==> config.mk <==
export PLATFORM = sky130hd
export DESIGN_NAME = cons
export DESIGN_NICKNAME = d
export VERILOG_FILES = /design/src/rtl/cons_pkg.sv /design/src/rtl/cons_win_acc.sv /design/src/rtl/cons.sv
export SDC_FILE = /design/constraint.sdc
export NUM_CORES = 1
export LEC_CHECK = 0
export ABC_AREA = 1
export BUFFER_PORTS_ARGS = -buffer_cell sky130_fd_sc_hd__buf_2
export CORE_ASPECT_RATIO = 1.25
export CORE_MARGIN = 1.5
export CORE_UTILIZATION = 40
export DETAILED_ROUTE_END_ITERATION = 16
export GPL_TIMING_DRIVEN = 0
export PLACE_DENSITY = 0.63
export SLEW_MARGIN = 20
export SYNTH_ARGS = -nofsm -noshare
export SYNTH_HDL_FRONTEND = slang
export SYNTH_SLANG_ARGS = --single-unit
==> constraint.sdc <==
create_clock -name clk -period 2.3 [get_ports clk]
set_input_delay 0.46 -clock clk [delete_from_list [all_inputs] [get_ports clk]]
set_output_delay 0.46 -clock clk [all_outputs]
set_load 0.01 [all_outputs]
==> src/rtl/cons_pkg.sv <==
// Shared types and widths for the cons sample-window statistics block.
package cons_pkg;

    localparam int DW   = 8;
    localparam int WIN  = 8;
    localparam int SUMW = DW + $clog2(WIN);

    typedef enum logic {
        EMPTY = 1'b0,
        FILL  = 1'b1
    } cons_state_t;

    // Sum field is sized for the default window; smaller windows use its low bits.
    typedef struct packed {
        logic [SUMW-1:0] sum;
        logic [DW-1:0]   max;
        logic [DW-1:0]   min;
    } cons_rec_t;

    function automatic int sum_width(input int dw, input int win);
        return dw + $clog2(win);
    endfunction

endpackage

==> src/rtl/cons_win_acc.sv <==
// Window accumulator: folds accepted samples into sum/max/min and strobes done
// combinationally with the completing sample so the record lands one edge later.
module cons_win_acc
    import cons_pkg::*;
#(
    parameter int WIN = cons_pkg::WIN
) (
    input  logic          clk,
    input  logic          rst_b,
    input  logic          val_i,
    input  logic [DW-1:0] data_i,
    output logic          done_o,
    output cons_rec_t     rec_o,
    output cons_state_t   state_o
);

    localparam int CW = $clog2(WIN);

    cons_state_t   state_q;
    logic [CW-1:0] cnt_q;
    cons_rec_t     acc_q;
    cons_rec_t     acc_d;

    always_comb begin
        acc_d = acc_q;
        if (state_q == EMPTY) begin
            acc_d.sum = SUMW'(data_i);
            acc_d.max = data_i;
            acc_d.min = data_i;
        end else begin
            acc_d.sum = acc_q.sum + SUMW'(data_i);
            if (data_i > acc_q.max) acc_d.max = data_i;
            if (data_i < acc_q.min) acc_d.min = data_i;
        end
    end

    assign done_o  = val_i && (state_q == FILL) && (cnt_q == CW'(WIN - 1));
    assign rec_o   = acc_d;
    assign state_o = state_q;

    always_ff @(posedge clk or negedge rst_b) begin
        if (!rst_b) begin
            state_q <= EMPTY;
            cnt_q   <= '0;
            acc_q   <= '0;
        end else if (val_i) begin
            acc_q <= acc_d;
            if (done_o) begin
                state_q <= EMPTY;
                cnt_q   <= '0;
            end else begin
                state_q <= FILL;
                cnt_q   <= cnt_q + CW'(1);
            end
        end
    end

endmodule

==> src/rtl/cons.sv <==
// Consumer of the val/data stream: per-window statistics into a single-entry
// valid/ready result register with a sticky overrun flag for dropped records.
module cons
    import cons_pkg::*;
#(
    parameter  int WIN = cons_pkg::WIN,
    localparam int RSW = DW + $clog2(WIN)
) (
    input  logic           clk,
    input  logic           rst_b,
    input  logic           val,
    input  logic [DW-1:0]  data,
    input  logic           res_rdy,
    output logic           res_val,
    output logic [RSW-1:0] res_sum,
    output logic [DW-1:0]  res_max,
    output logic [DW-1:0]  res_min,
    output logic           busy,
    output logic           overrun
);

    logic        done;
    cons_rec_t   rec;
    cons_state_t acc_state;

    cons_rec_t res_q, res_d;
    logic      res_val_q, res_val_d;
    logic      ovr_q, ovr_d;

    cons_win_acc #(.WIN(WIN)) u_acc (
        .clk     (clk),
        .rst_b   (rst_b),
        .val_i   (val),
        .data_i  (data),
        .done_o  (done),
        .rec_o   (rec),
        .state_o (acc_state)
    );

    // Valid/ready: a record transfers on an edge where res_val and res_rdy are both high.
    always_comb begin
        res_d     = res_q;
        res_val_d = res_val_q;
        ovr_d     = ovr_q;
        if (done) begin
            if (!res_val_q || res_rdy) begin
                res_d     = rec;
                res_val_d = 1'b1;
            end else begin
                ovr_d = 1'b1;
            end
        end else if (res_val_q && res_rdy) begin
            res_val_d = 1'b0;
        end
    end

    always_ff @(posedge clk or negedge rst_b) begin
        if (!rst_b) begin
            res_q     <= '0;
            res_val_q <= 1'b0;
            ovr_q     <= 1'b0;
        end else begin
            res_q     <= res_d;
            res_val_q <= res_val_d;
            ovr_q     <= ovr_d;
        end
    end

    assign res_val = res_val_q;
    assign res_sum = res_q.sum[RSW-1:0];
    assign res_max = res_q.max;
    assign res_min = res_q.min;
    assign busy    = (acc_state == FILL);
    assign overrun = ovr_q;

endmodule

* Word-level counts from Yosys, hierarchy flattened
Cells that the tools add are included.
** Storage, ports and cells
- Register bits after elaboration :: 60
- Input bits :: 12
- Output and inout bits :: 30
- Logic and storage cells :: 34
** Cells by class
- Add/sub/neg operators :: 2
- Magnitude comparators :: 2
- Eq/ne operators :: 2
- Mux-type cells :: 8
- Bitwise gates (word level) :: 1
- Reduce and logical (&&, ||, !) cells :: 9
** Operator list (count)
- two-way mux 27 bit :: 1
- two-way mux 8 bit :: 2
- adder 11 x 8 -> 11 bit :: 1
- > comparator 8 bit :: 1
- < comparator 8 bit :: 1
- AND reduction 2 bit :: 3
- two-way mux 1 bit :: 4
- adder 3 x 1 -> 3 bit (second input constant) :: 1
- == test 3 bit (second input constant) :: 1
- logical AND 1 bit :: 3
- two-way mux 3 bit :: 1
- inequality test 2 x 1 -> 1 bit (second input constant) :: 1
- nonzero test 2 bit :: 1
- logical NOT 1 bit :: 1
- logical OR 1 bit :: 1
- NOT 1 bit :: 1

* Depth between registers and ports, before layout
Gate-level depths: netlist (run 1).
- Depth in word-level cells :: 4
- Mapped depth :: 14
- Mapped depth without buffers :: 14

* Hierarchy
A second synthesis (run 1) with hierarchy kept.
** Unflattened totals
- Cells, all modules :: 503
- Area total of the unflattened synthesis :: 3752.3 um^2
** Modules (own cells, without submodules)
- cons_win_acc :: instances 1, cells an instance 379, area each 2592.5 um^2, seq. area each 775.7 um^2
- cons :: instances 1, cells an instance 124, area each 1159.9 um^2, seq. area each 725.7 um^2

* Least setup slack after synthesis (run 1)
No wires, ideal clock.
- Kind :: input port to flip-flop
- Start :: input port data[0]
- End :: register u_acc.acc_q[22] (netlist bit)
- Library setup time :: 0.118 ns
- Arrival time :: 1.735 ns
- Data required time :: 2.182 ns
- Slack :: 0.448 ns
- Stages :: 10
- Path buffers :: 0
- Path through :: ha_1 -> inv_1 -> fa_1 -> inv_1 -> nand3_1 -> or2_2 -> nand3_1 -> nand3_1 -> nand3_1 -> nand2_1
** On the way
- Longest elaborated chain between the ends :: 2
** RTL lines
- from (decl) :: RTL line cons.sv:12 : input logic [DW-1:0] data,
- adder 11 x 8 -> 11 bit :: RTL line cons_win_acc.sv:31 : acc_d.sum = acc_q.sum + SUMW'(data_i);
- two-way mux 27 bit :: RTL line cons_win_acc.sv:26 : if (state_q == EMPTY) begin
- to (signal assigned) :: RTL line cons_win_acc.sv:45 : acc_q <= '0;
- to (signal assigned) :: RTL line cons_win_acc.sv:47 : acc_q <= acc_d;
- to (decl) :: RTL line cons_win_acc.sv:21 : cons_rec_t acc_q;
No other way between the ends.
A chain may end at the register's enable or synchronous reset.

* Worst setup path after layout (run 1)
- Start :: register u_acc.acc_q[16] (netlist bit)
- End :: register res_q (netlist bit res_sum[6])
** On the way
- Longest elaborated chain between the ends :: 2
** RTL lines
- adder 11 x 8 -> 11 bit :: RTL line cons_win_acc.sv:31
- two-way mux 27 bit :: RTL line cons_win_acc.sv:26
- to (signal assigned) :: RTL line cons.sv:63 : res_q <= res_d;
- to (decl) :: RTL line cons.sv:26 : cons_rec_t res_q, res_d;
No other way between the ends.

==> metrics.yaml, run 1 <==
outcome:
  run_status: "finished clean"
cells_and_area:
  n_antenna_cell: 0
  drive_gt1_frac: 0.135
  nNetsFinal: 554
  layout_commonest_cell: "nand2_1"
  area_growth_pct: 14.4
  fin_util: 0.475
  fill_cells: 853
  final_cell_mix: "nand2_1 (188), nand3_1 (68), dfrtp_1 (60)"
global_routing:
  antenna_found_initial: 0
  overflow: 0
  grt_pass1_wl_um: 15200
  grt_pass1_vias: 3151
  grt_util_all_layers: 0.216
  grt_max_degree: 61
clock_network:
  clock_latency_ps: 360
  clk_pin_slew_worst_paths_ps: 70
  cts_hold_buffers: 0
  postCtsSetupRepairBufs: 0
  cts_buffer_depth: 2
  h-tree-depth: 3
  cts_tree: "yes"
  cts-resized-gates: 0
  clock_sinks: 60
  cts_buffers: 9
  root_buffer: "clkbuf_8"
pwr:
  power_w: 0.00408
  power_density_nw_per_um2: 1030
  ir_worst_vdd_mv: 0.434
  leakagePower_nw: 2.30
timing:
  hold_viol: 0
  max_freq_mhz: 515
  setup_viol: 0
  post-route-period-util: 0.844
  maxSlewViolCount: 0
  relSlewSlack: 0.482
  rsz0062_at_grt: "no"
  finalCriticalPeriod_ps: 1940
  setup_tns_ps: 0
  fin_skew_ps: 12.8
  worst_pin_slew_ps: 777
critical_path:
  regToRegStartpoint: "u_acc.acc_q[16]$_DFFE_PN0P_"
  startpoint_type: "flip-flop"
  rr_worst_depth: 10
  reg2reg_to: "res_sum[6]$_DFFE_PN0P_"
  path_class: "flip-flop to flip-flop"
  reg2reg_slack_ps: 360
  critPathMaxFanout: 3
  end_kind: "flip-flop"
  worstPathRequired_ps: 2540
  arrival_ps: 2190
detailed_routing:
  drtAntennaViolNets: 0
  wl_per_cell_um: 14.8
  routed_wl_um: 9130
  drc: 0
  drt_iter0_drc: 154
  vias: 3169
  drtPass1Iterations: 4
  viasPerCell: 5.14
synth:
  synth_top_area_share: 0.434
  syn-num-nets: 502
  synth-seq-cells: 60
  synth.distinct_cells: 26
  synth_area_sq_um: 3460
  dominantRegCellSynth: "dfrtp_1"
  synth_top_area_cell: "dfrtp_1"
  asyncSetResetFlopFracSynth: 1.00
  yosys_warnings: 0
  syn_area_per_cell_sq_um: 7.45
  synth-seq-area-share: 0.434
  synth_area_leaders: "dfrtp_1 (43%), nand2_1 (20%), nand3_1 (9.8%)"
  synth_edf_count: 0
  synthCells: 464
floorplan:
  core_area_sq_um: 8330
  die_w_um: 86.2
  die_y_um: 107
  initial_core_util: 0.415
  ios: 42
  rows: 37
  die_area_sq_um: 9210
worst_hold_path:
  worstHoldPathType: "primary input to asynchronous set/reset pin"
placement:
  numPortBuffers: 41
  place_congestion: 0.914
  place_hpwl_um: 6560
run:
  cap_violations: 0
worst max-delay path, cell delays in order (launching register included):
cell and delay, ps:
dfrtp_1 360, ha_1 200, inv_1 70, fa_1 380
inv_1 90, nand3_1 120, or2_2 290, nand3_1 80
nand3_1 100, nand3_1 100, nand2_1 50
cell usage after synthesis (2+ instances only):
master      n
nand4_1     6
dfrtp_1    60
o22ai_1     2
inv_1      47
nor2_1     16
ha_1       25
a21o_1      3
a21oi_1     9
o21bai_1    2
nand3_1    68
nand2_1   188
buf_2       8
o21ai_0    13
nand2_2     2
clkbuf_1    4
cell families after synthesis:
kind of cell | after synthesis | synth area share
buf+inv | 63 | 0.0746
compound gates | 29 | 0.0463
xor+xnor | 1 | 0.00253
simple gates | 285 | 0.346
fa+ha+maj | 26 | 0.0963
flops | 60 | 0.434
sequential cells by signal, indices dropped and copies added, names as in the netlist:
signal         flops
overrun            1
res_min            8
res_sum           11
u_acc.state_o      1
u_acc.acc_q       27
u_acc.cnt_q        3
res_val            1
res_max            8
power breakdown:
| part | internal, W | switching (W) | total, W |
|---|---|---|---|
| registers | 0.00142 | 0.000200 | 0.00162 |
| logic | 0.000612 | 0.000982 | 0.00159 |
| clock network | 0.000441 | 0.000421 | 0.000862 |
| total | 0.00247 | 0.00160 | 0.00408 |
stage by stage:
step / cell area [sq um] / std cells / worst slack [ps] / hold WS (ps)
2_1_floorplan: 3460 / 464 / 448 / 164
3_5_place_dp: 3790 / 602 / 120 / 461
5_1_grt: 3960 / 617 / 169 / 242
6_report: 3960 / 617 / 358 / 180
4_1_cts: 3960 / 617 / 356 / 207
3_3_place_gp: 3780 / 602 / 135 / 456
area by class of cell:
class | instances | area (sq um) | area share
clock buffers | 13 | 159 | 0.0402
inverters | 48 | 180 | 0.0456
multi-input cells | 341 | 1700 | 0.429
well taps | 97 | 121 | 0.0307
clock inverters | 2 | 10.0 | 0.00253
flip-flops and latches | 60 | 1500 | 0.380
plain buffers | 15 | 77.6 | 0.0196
repair buffers | 41 | 208 | 0.0525
layer usage:
layer,vias up,wire length [um],track usage,share of wire
met4,0,257,0.0991,0.028
met1,1491,3980,0.267,0.44
met3,18,487,0.0470,0.053
li1,1588,-,-,-
met2,72,4410,0.361,0.48
met5,-,0,0,0
how the worst max path moves through the flow:
| stage | slack, ps | endpoint | start | depth (start not counted) |
|---|---|---|---|---|
| 2_1_floorplan | 450 | u_acc.acc_q[22]$_DFFE_PN0P_ | data[0] | 10 |
| 3_3_place_gp | 130 | res_sum[6]$_DFFE_PN0P_ | data[0] | 11 |
| 3_5_place_dp | 120 | res_sum[6]$_DFFE_PN0P_ | data[1] | 10 |
| 4_1_cts | 360 | res_sum[6]$_DFFE_PN0P_ | u_acc.acc_q[16]$_DFFE_PN0P_ | 10 |
| 5_1_grt | 170 | res_sum[10]$_DFFE_PN0P_ | u_acc.acc_q[16]$_DFFE_PN0P_ | 11 |
| 6_report | 360 | res_sum[6]$_DFFE_PN0P_ | u_acc.acc_q[16]$_DFFE_PN0P_ | 10 |
No activity file was read; power rests on OpenSTA's default activity.
==> run 2: changes to the inputs <==
- PLACE_DENSITY: 0.63 -> 0.66
- clock period: 2.3 -> 1.65 ns (I/O delays scaled with it)
==> metrics.yaml, run 2 (synthesis gave the netlist of run 1 again) <==
outcome:
  run_status: "complete, but fails checks"
  violations: "negative setup slack"
cells_and_area:
  nNetsFinal: 571
  layout_commonest_cell: "nand2_1"
  top_register: "u_acc.acc_q"
  n_antenna_cell: 0
  final_cell_mix: "nand2_1 (163), dfrtp_1 (60), buf_2 (45)"
  area_growth_pct: 35.3
  drive_gt1_frac: 0.349
  largest_reg_flops: 27
timing:
  post-route-period-util: 1.04
  relSlewSlack: 0.478
  rsz0062_at_grt: "yes"
  finalCriticalPeriod_ps: 1720
  setup_viol: 25
  worst_pin_slew_ps: 782
  hold_viol: 0
  fin_ws_ps: -68.3
  maxSlewViolCount: 0
  max_freq_mhz: 582
  fin_skew_ps: 10.7
critical_path:
  arrival_ps: 2010
  reg2reg_to: "u_acc.acc_q[13]$_DFFE_PN0P_"
  rr_worst_depth: 10
  crit_family: "simple AND/OR/NAND/NOR gates"
  crit_end: "u_acc.acc_q[13]$_DFFE_PN0P_"
  critPathSlowestCell: "dfrtp_1"
  end_kind: "flip-flop"
  startpoint_type: "flip-flop"
  cpPeakStageDelay_ps: 380
  cp.depth: 10
  crit_buf_inv: 1
  path_class: "flip-flop to flip-flop"
  critPathMaxFanout: 8
  reg2reg_slack_ps: -70
  crit_top_cell: "nand2_4"
  startpoint: "u_acc.acc_q[14]$_DFFE_PN0P_"
  regToRegStartpoint: "u_acc.acc_q[14]$_DFFE_PN0P_"
  critical_path.cell_chain: "inv_2 > ha_4 > nand2_2 > nor2_2 > nand4_1 > nand2_4 > nand2_8 > nand2_4 > nand3_1 > nand2_1"
  worstPathRequired_ps: 1940
floorplan:
  initial_core_util: 0.415
  die_w_um: 86.2
  rows: 37
  ios: 42
  core_area_sq_um: 8330
  die_y_um: 107
  die_area_sq_um: 9210
run:
  cap_violations: 0
detailed_routing:
  routed_wl_um: 10200
  drtPass1Iterations: 6
  drtAntennaViolNets: 0
  wl_per_cell_um: 16.0
  drt_iter0_drc: 203
  vias: 3366
  drc: 0
  viasPerCell: 5.32
placement:
  numPortBuffers: 41
  place_ws_ps: -403
  place_hpwl_um: 6660
  place_congestion: 0.893
clock_network:
  h-tree-depth: 3
  cts_hold_buffers: 0
  clock_sinks: 60
  root_buffer: "clkbuf_8"
  cts_buffer_depth: 2
  cts_buffers: 9
  cts_tree: "yes"
  clock_latency_ps: 350
  clk_pin_slew_worst_paths_ps: 70
global_routing:
  grt_pass1_vias: 3281
  grt_pass1_wl_um: 15700
  antenna_found_initial: 0
  grt_max_degree: 61
  grt_util_all_layers: 0.225
  overflow: 0
pwr:
  leakagePower_nw: 2.50
  power_density_nw_per_um2: 1420
  power_w: 0.00663
  ir_worst_vdd_mv: 0.661
worst_hold_path:
  worstHoldPathType: "primary input to asynchronous set/reset pin"
run 2: cell count changes in the layout (fill, tap and decap cells not counted), moves of 12 or more:
cell / change
nand2_1: -25
nand2_2: +12
buf_4: +14
nand3_1: -38
ha_1: -13
nand3_2: +36
nand2_4: +13
run 2: worst min-delay path by stage:
stage | end | startpoint | depth (start not counted) | slack (ps)
after floorplan | overrun$_DFFE_PN0P_ | rst_b | 0 | 30
after global placement | overrun$_DFFE_PN0P_ | overrun$_DFFE_PN0P_ | 1 | 460
after detailed placement | res_min[0]$_DFFE_PN0P_ | res_min[0]$_DFFE_PN0P_ | 2 | 460
after CTS | u_acc.acc_q[4]$_DFFE_PN0P_ | rst_b | 1 | 80
after global routing | u_acc.acc_q[5]$_DFFE_PN0P_ | rst_b | 1 | 110
final | u_acc.acc_q[4]$_DFFE_PN0P_ | rst_b | 1 | 50
run 2: cell type report:
class	count	area (sq um)
flip-flops and latches	60	1500
clock buffers	12	155
clock inverters	2	35.0
repair buffers	57	340
fillers	738	3660
plain buffers	15	96.3
multi-input cells	342	2250
well taps	97	121
inverters	48	180
run 2: what timing repair did:
item                       CTS  global route
setup endpoints to repair   46            53
cloned                       1             0
pin swaps                   24            30
resized for setup           62            66
setup buffers                8             8
run 2: report_power, final:
| part | leakage, nW | switching (W) | total [W] | internal, W |
|---|---|---|---|---|
| Combinational | 1.65 | 0.00176 | 0.00299 | 0.00123 |
| Clock | 0.0983 | 0.000578 | 0.00134 | 0.000761 |
| Sequential | 0.757 | 0.000316 | 0.00230 | 0.00198 |
run 2: stage by stage:
step,utilization,hold slack (ps),cells,TNS (ps),instance area (sq um)
after floorplan,-,34.4,464,0,3470
after global placement,0.456,455,602,-11450,3800
after detailed placement,0.456,460,602,-13000,3800
after CTS,0.521,84.4,625,-1250,4340
after global routing,0.561,115,633,-4920,4680
final,0.561,54.1,633,-1100,4680
run 2: routing by layer:
layer,part of all wire,vias up,global-route usage
met5,0,-,0
met4,0.028,0,0.127
met3,0.056,26,0.0577
met2,0.51,97,0.368
met1,0.40,1613,0.267
li1,-,1630,-
